### config.mk
export PLATFORM = sky130hd
export DESIGN_NAME = ref_fetch_ctrl
export DESIGN_NICKNAME = d
export VERILOG_FILES = /design/src/rtl/ref_fetch_ctrl.sv
export SDC_FILE = /design/constraint.sdc
export NUM_CORES = 1
export LEC_CHECK = 0
export CORE_MARGIN = 2
export CORE_UTILIZATION = 56
export CTS_CLUSTER_DIAMETER = 40
export DETAILED_ROUTE_END_ITERATION = 12
export HOLD_SLACK_MARGIN = 0.12
export MAX_ROUTING_LAYER = met4
export PLACE_DENSITY = 0.83
export SYNTH_ARGS = -nofsm -noshare
export SYNTH_HDL_FRONTEND = slang
export SYNTH_SLANG_ARGS = --single-unit
### constraint.sdc
create_clock -name CLK -period 3.95 [get_ports CLK]
set_input_delay 0.79 -clock CLK [delete_from_list [all_inputs] [get_ports CLK]]
set_output_delay 0.79 -clock CLK [all_outputs]
set_load 0.005 [all_outputs]
### src/rtl/ref_fetch_ctrl.sv
// Reference-sample fetch controller: turns a 4x4 sub-block position and a
// 1/16-sample motion vector into a raster sequence of clamped read addresses.
//
// Ports:
//   CLK, RST_ASYNC_N      clock, asynchronous active-low reset
//   MV_VALID / MV_READY   sub-block command handshake (BLK_X/Y, MV_X/Y)
//   RD_EN / RD_READY      read-request handshake (RD_ADDR, RD_LAST)
//   FRAC_X / FRAC_Y       fractional phases of the block being fetched
module ref_fetch_ctrl #(
    parameter int PIC_W  = 128,
    parameter int PIC_H  = 128,
    parameter int ADDR_W = 14
) (
    input  logic                     CLK,
    input  logic                     RST_ASYNC_N,
    input  logic                     MV_VALID,
    output logic                     MV_READY,
    input  logic signed [7:0]        BLK_X,
    input  logic signed [7:0]        BLK_Y,
    input  logic signed [18:0]       MV_X,
    input  logic signed [18:0]       MV_Y,
    output logic                     RD_EN,
    input  logic                     RD_READY,
    output logic [ADDR_W-1:0]        RD_ADDR,
    output logic                     RD_LAST,
    output logic [3:0]               FRAC_X,
    output logic [3:0]               FRAC_Y
);

    typedef enum logic {
        S_IDLE,
        S_FETCH
    } state_e;

    localparam logic signed [19:0] X_MAX = 20'(PIC_W - 1);
    localparam logic signed [19:0] Y_MAX = 20'(PIC_H - 1);
    localparam logic [ADDR_W-1:0]  XA_MAX = ADDR_W'(PIC_W - 1);
    localparam logic [ADDR_W-1:0]  YA_MAX = ADDR_W'(PIC_H - 1);
    localparam logic [ADDR_W-1:0]  PW     = ADDR_W'(PIC_W);

    state_e             state_q;
    logic signed [19:0] x0_q;
    logic signed [19:0] y0_q;
    logic [3:0]         col_q;
    logic [3:0]         row_q;
    logic               fx_q;
    logic               fy_q;
    logic [3:0]         frac_x_q;
    logic [3:0]         frac_y_q;

    logic               ix_d;
    logic               iy_d;
    logic signed [19:0] x0_d;
    logic signed [19:0] y0_d;
    logic               col_end;
    logic               row_end;
    logic signed [19:0] xs;
    logic signed [19:0] ys;
    logic [ADDR_W-1:0]  cx;
    logic [ADDR_W-1:0]  cy;

    // Window origin: the arithmetic shift floors the integer part, and a
    // fractional phase needs 3 extra taps on the leading side.
    always_comb begin
        ix_d = |MV_X[3:0];
        iy_d = |MV_Y[3:0];
        x0_d = $signed({{12{BLK_X[7]}}, BLK_X})
             + $signed({{5{MV_X[18]}}, MV_X[18:4]})
             - (ix_d ? 20'sd3 : 20'sd0);
        y0_d = $signed({{12{BLK_Y[7]}}, BLK_Y})
             + $signed({{5{MV_Y[18]}}, MV_Y[18:4]})
             - (iy_d ? 20'sd3 : 20'sd0);
    end

    assign col_end = (col_q == (fx_q ? 4'd10 : 4'd3));
    assign row_end = (row_q == (fy_q ? 4'd10 : 4'd3));

    // Edge padding: each coordinate clamps independently to the picture.
    always_comb begin
        xs = x0_q + $signed({16'b0, col_q});
        ys = y0_q + $signed({16'b0, row_q});
        if (xs < 20'sd0) begin
            cx = '0;
        end else if (xs > X_MAX) begin
            cx = XA_MAX;
        end else begin
            cx = ADDR_W'(xs);
        end
        if (ys < 20'sd0) begin
            cy = '0;
        end else if (ys > Y_MAX) begin
            cy = YA_MAX;
        end else begin
            cy = ADDR_W'(ys);
        end
    end

    assign MV_READY = (state_q == S_IDLE);
    assign RD_EN    = (state_q == S_FETCH);
    assign RD_LAST  = (state_q == S_FETCH) && col_end && row_end;
    assign RD_ADDR  = cy * PW + cx;
    assign FRAC_X   = frac_x_q;
    assign FRAC_Y   = frac_y_q;

    always_ff @(posedge CLK or negedge RST_ASYNC_N) begin
        if (!RST_ASYNC_N) begin
            state_q  <= S_IDLE;
            x0_q     <= '0;
            y0_q     <= '0;
            col_q    <= '0;
            row_q    <= '0;
            fx_q     <= 1'b0;
            fy_q     <= 1'b0;
            frac_x_q <= '0;
            frac_y_q <= '0;
        end else begin
            unique case (state_q)
                S_IDLE: begin
                    if (MV_VALID) begin
                        state_q  <= S_FETCH;
                        x0_q     <= x0_d;
                        y0_q     <= y0_d;
                        col_q    <= '0;
                        row_q    <= '0;
                        fx_q     <= ix_d;
                        fy_q     <= iy_d;
                        frac_x_q <= MV_X[3:0];
                        frac_y_q <= MV_Y[3:0];
                    end
                end
                S_FETCH: begin
                    if (RD_READY) begin
                        if (col_end) begin
                            col_q <= '0;
                            if (row_end) begin
                                row_q   <= '0;
                                state_q <= S_IDLE;
                            end else begin
                                row_q <= row_q + 4'd1;
                            end
                        end else begin
                            col_q <= col_q + 4'd1;
                        end
                    end
                end
            endcase
        end
    end

endmodule

==> metrics.md <==
| Metric | Value |
|---|---|
| Final instance area | between 7000 and 8000 um^2 |
| Worst EP arrival | 3390 ps |
| Fin. Hold Viols | 0 |
| Crit-path max FO | 4 |
| Hold Buf Count CTS | 0 |
| Mean Syn Cell Area | slightly below 8 um^2 |
| Maximum vdd ir drop | roughly 0.24 mV |
| Yosys top cell area share | between 20% and 30% |
| Cts bufs inserted | 5 |
| Vias per cell | around 5.7 |
| GP Congestion | about 0.89 |
| Die width | slightly above 100 um |
| Sequential Power Share | between 20% and 30% |
| Post-Layout Cell Count | approximately 940 |
| Die area | ~10000 um^2 |
| Main synth FF type | dfrtp_1 |
| Crit share post-route | 106% |
| Initial DRC count | approximately 380 |
| Starting density of the core | 57.7% |
| CP top delay family | adder cells |
| Internal Pwr Total | 1.59 mW |
| Slew Limit Fails | 0 |
| CP max stage cell | fa_1 |
| Root buf cell | clkbuf_8 |
| Setup Viol. Count Final | 7 |
| Die H | 102 um |
| Detailed-router iteration count before antenna repair | 5 |
| Reg area | about 1300 um^2 |
| Initial antenna violation count | 0 |
| Core area | around 9200 um^2 |
| Port Buffer Count | just over 80 |
| Clock share of power | around 15% |
| Hold Crit Class | reg2reg |
| Biggest area consumer among synthesized cells | dfrtp_1 |
| Remaining DRCs | 0 |
| Longest Clk Path Bufs | 2 |
| Number of H-tree levels | 2 |
| Vias in the first global route | between 5000 and 6000 |
| Main area contributors after synthesis | dfrtp_1, ha_1, inv_1 |
| Post-Place Cell Area | roughly 6500 um^2 |
| Setup crit start kind | register |
| Mux cell area share after synthesis | less than 1% |
| CP peak stage delay | roughly 490 ps |
| Clock latency on the worst-skew pair | between 300 and 400 ps |
| Cell Rows | 35 |
| DR WL/cell | 14.7 um |
| Clock sink count | 53 |
| Failing checks | setup timing |
| Aggregate global-route resource usage | 26.5% |
| First-pass GRT wire length | 22000 um |
| Synth Area in XOR/XNOR | between 5 and 6% |
| Setup TNS | -1270 ps |
| Placed Instances | 908 |
| Share of layout cells above drive strength 1 | 15.1% |
| Post-DRT Antenna Nets | 0 |
| Leakage | 3.45 nW |
| WL final | around 14000 um |
| Worst slew pin tran | about 690 ps |
| Hold Worst Slack | 481 ps |
| CTS tree | built |
| Worst-path clk slew | 100 ps |
| Tmin final | roughly 4200 ps |
| Fmax | ~240 MHz |
| Switching pwr | 1.05 mW |
| Mapped cell area | 5330 um^2 |
| Slew headroom | 53.9% |
| Top cell types by occurrence after synthesis | inv_1, nand2_1, ha_1, dfrtp_1, o21ai_0 |
| CP Capture Type | primary output |
| GRT overflow | 0 |
| Compound-gate portion of the synthesized area | a little over a fifth |
| Fill cells | approximately 650 |
| Final core occ | between 70% and 80% |
| Status | finished with violations |
| DP HPWL | 9670 um |
| Most common cell in the netlist | inv_1 |
| Placement Setup Slack | -414 ps |
| Final #Nets | 953 |
| Routed vias | 5327 |
| Post-layout power | roughly 2.6 mW |
| Diodes inserted | 0 |
| Post-Synthesis Cells | 673 |
| Syn. warnings | 0 |
| Number of enable flip-flop cells after synthesis | 0 |
| RSZ-0062 raised after global routing | yes |
| Main combinational cell family by area after synthesis | compound AO/OA/AOI/OAI gates |
| Ports | slightly above 80 |
| Footprint of the multi-input gates | 3740 um^2 |
| Synth Area in Adders | between 20 and 25% |
| Switch share | between 30% and 40% |
| Largest net degree at the start of global routing | 54 |
| Area growth syn-to-layout | 31.7% |
| Register area share after synthesis | between 20% and 30% |
| CP bufs+invs | 5 |
| Asr flop ratio synth | 100% |
| Comb pwr share | a little under three fifths |
| Yosys cell types | 61 |
| Critical path class | reg2out |
| CP Cell Sequence | ha_2 > inv_2 > fa_2 > nor2b_2 > o21ai_2 > buf_6 > a21oi_4 > buf_4 > nand4_1 > a31oi_4 > and3_4 > buf_6 > a21oi_4 > fa_1 > buf_2 |
| Synthesis-stage register bit count | between 50 and 60 |
| Final worst setup slack | -234 ps |
| Layout Skew | a little under 6 ps |
| Worst EP required | around 3200 ps |
| MaxCap Viol Count | 0 |
| Power Density | around 380 nW/um^2 |
| Simple-gate share of the synthesized area | between 10% and 20% |
==> flip-flops by register name, summed over array words and instances (netlist names) <==
name,cells
col_q,4
FRAC_Y,4
fy_q,1
FRAC_X,4
RD_EN,1
x0_q,17
y0_q,17
fx_q,1
row_q,4
==> worst paths after layout <==
check                             from          to  slack [ps]  cells past startpoint
max                            y0_q[0]  RD_ADDR[8]        -230                     15
min                          FRAC_X[0]   FRAC_X[0]         480                      2
max reg2reg                      RD_EN    y0_q[14]        1910                      6
min reg2reg                  FRAC_X[0]   FRAC_X[0]         480                      2
max in group asynchronous  RST_ASYNC_N     x0_q[4]        2890                      2
min in group asynchronous  RST_ASYNC_N   FRAC_Y[2]         590                      2
==> worst min-delay path, delay by kind of cell (launching register included) <==
kind | cells | cell delay, ps
DFF | 1 | 350
and+or+nand+nor | 2 | 110
==> metal layers <==
metal | global-route usage (%) | vias to the layer above | routed length (um)
li1 | - | 2579 | -
met1 | 32.2 | 2465 | 5810
met2 | 46.4 | 232 | 6880
met3 | 2.97 | 51 | 719
met4 | 7.48 | 0 | 431
met5 | - | - | 0
==> layout make-up <==
class | count | share of cell area [%]
Inverter | 119 | 6.36
Clock buffer | 6 | 1.18
Timing Repair Buffer | 139 | 17.4
Clock inverter | 2 | 0.535
Tap cell | 129 | 2.30
Sequential cell | 53 | 18.9
Multi-Input combinational cell | 494 | 53.3
==> repair_timing <==
| item | CTS | global route |
|---|---|---|
| endpoints found under the hold margin | 0 | 0 |
| resized for setup | 63 | 37 |
| pin swaps | 23 | 20 |
| setup endpoints to repair | 16 | 20 |
| buffers inserted | 17 | 12 |
==> power groups by stage <==
stage	clock (mW)	combinational (mW)	sequential, mW
2_1_floorplan	0	0.812	0.754
3_5_place_dp	0	1.27	0.775
4_1_cts	0.401	1.34	0.770
3_3_place_gp	0	1.21	0.768
6_report	0.400	1.45	0.786
5_1_grt	0.426	1.61	0.797
==> cell families (layout without fill, tap and decap cells) <==
family | after synthesis | in the layout
multiplexers | 4 | 4
buffers and inverters | 132 | 266
AO/OA/AOI/OAI | 176 | 176
other | 1 | 7
AND/OR/NAND/NOR | 188 | 188
XOR/XNOR | 36 | 36
flip-flops | 53 | 53
adder cells (fa/ha/maj) | 83 | 83
==> cells in the final DEF (no fill, tap or decap), types with 4 or more instances in the layout <==
cell type          n
inv_1            118
nand2_1           77
ha_1              72
clkdlybuf4s50_1   67
dfrtp_1           53
buf_4             48
o21ai_0           44
a21oi_1           36
nor2_1            31
xnor2_1           20
nand3_1           17
xor2_1            16
a21o_1            14
nor3_1            14
o21a_1            10
a211oi_1           9
o31ai_1            9
buf_6              9
conb_1             7
buf_2              7
and3_1             6
clkbuf_8           6
o21bai_1           5
o211ai_1           5
nand2b_1           5
clkbuf_2           5
nor2b_1            4
nand4_1            4
a21oi_2            4
nand3b_1           4
fa_1               4
No activity file was read; power rests on OpenSTA's default activity.
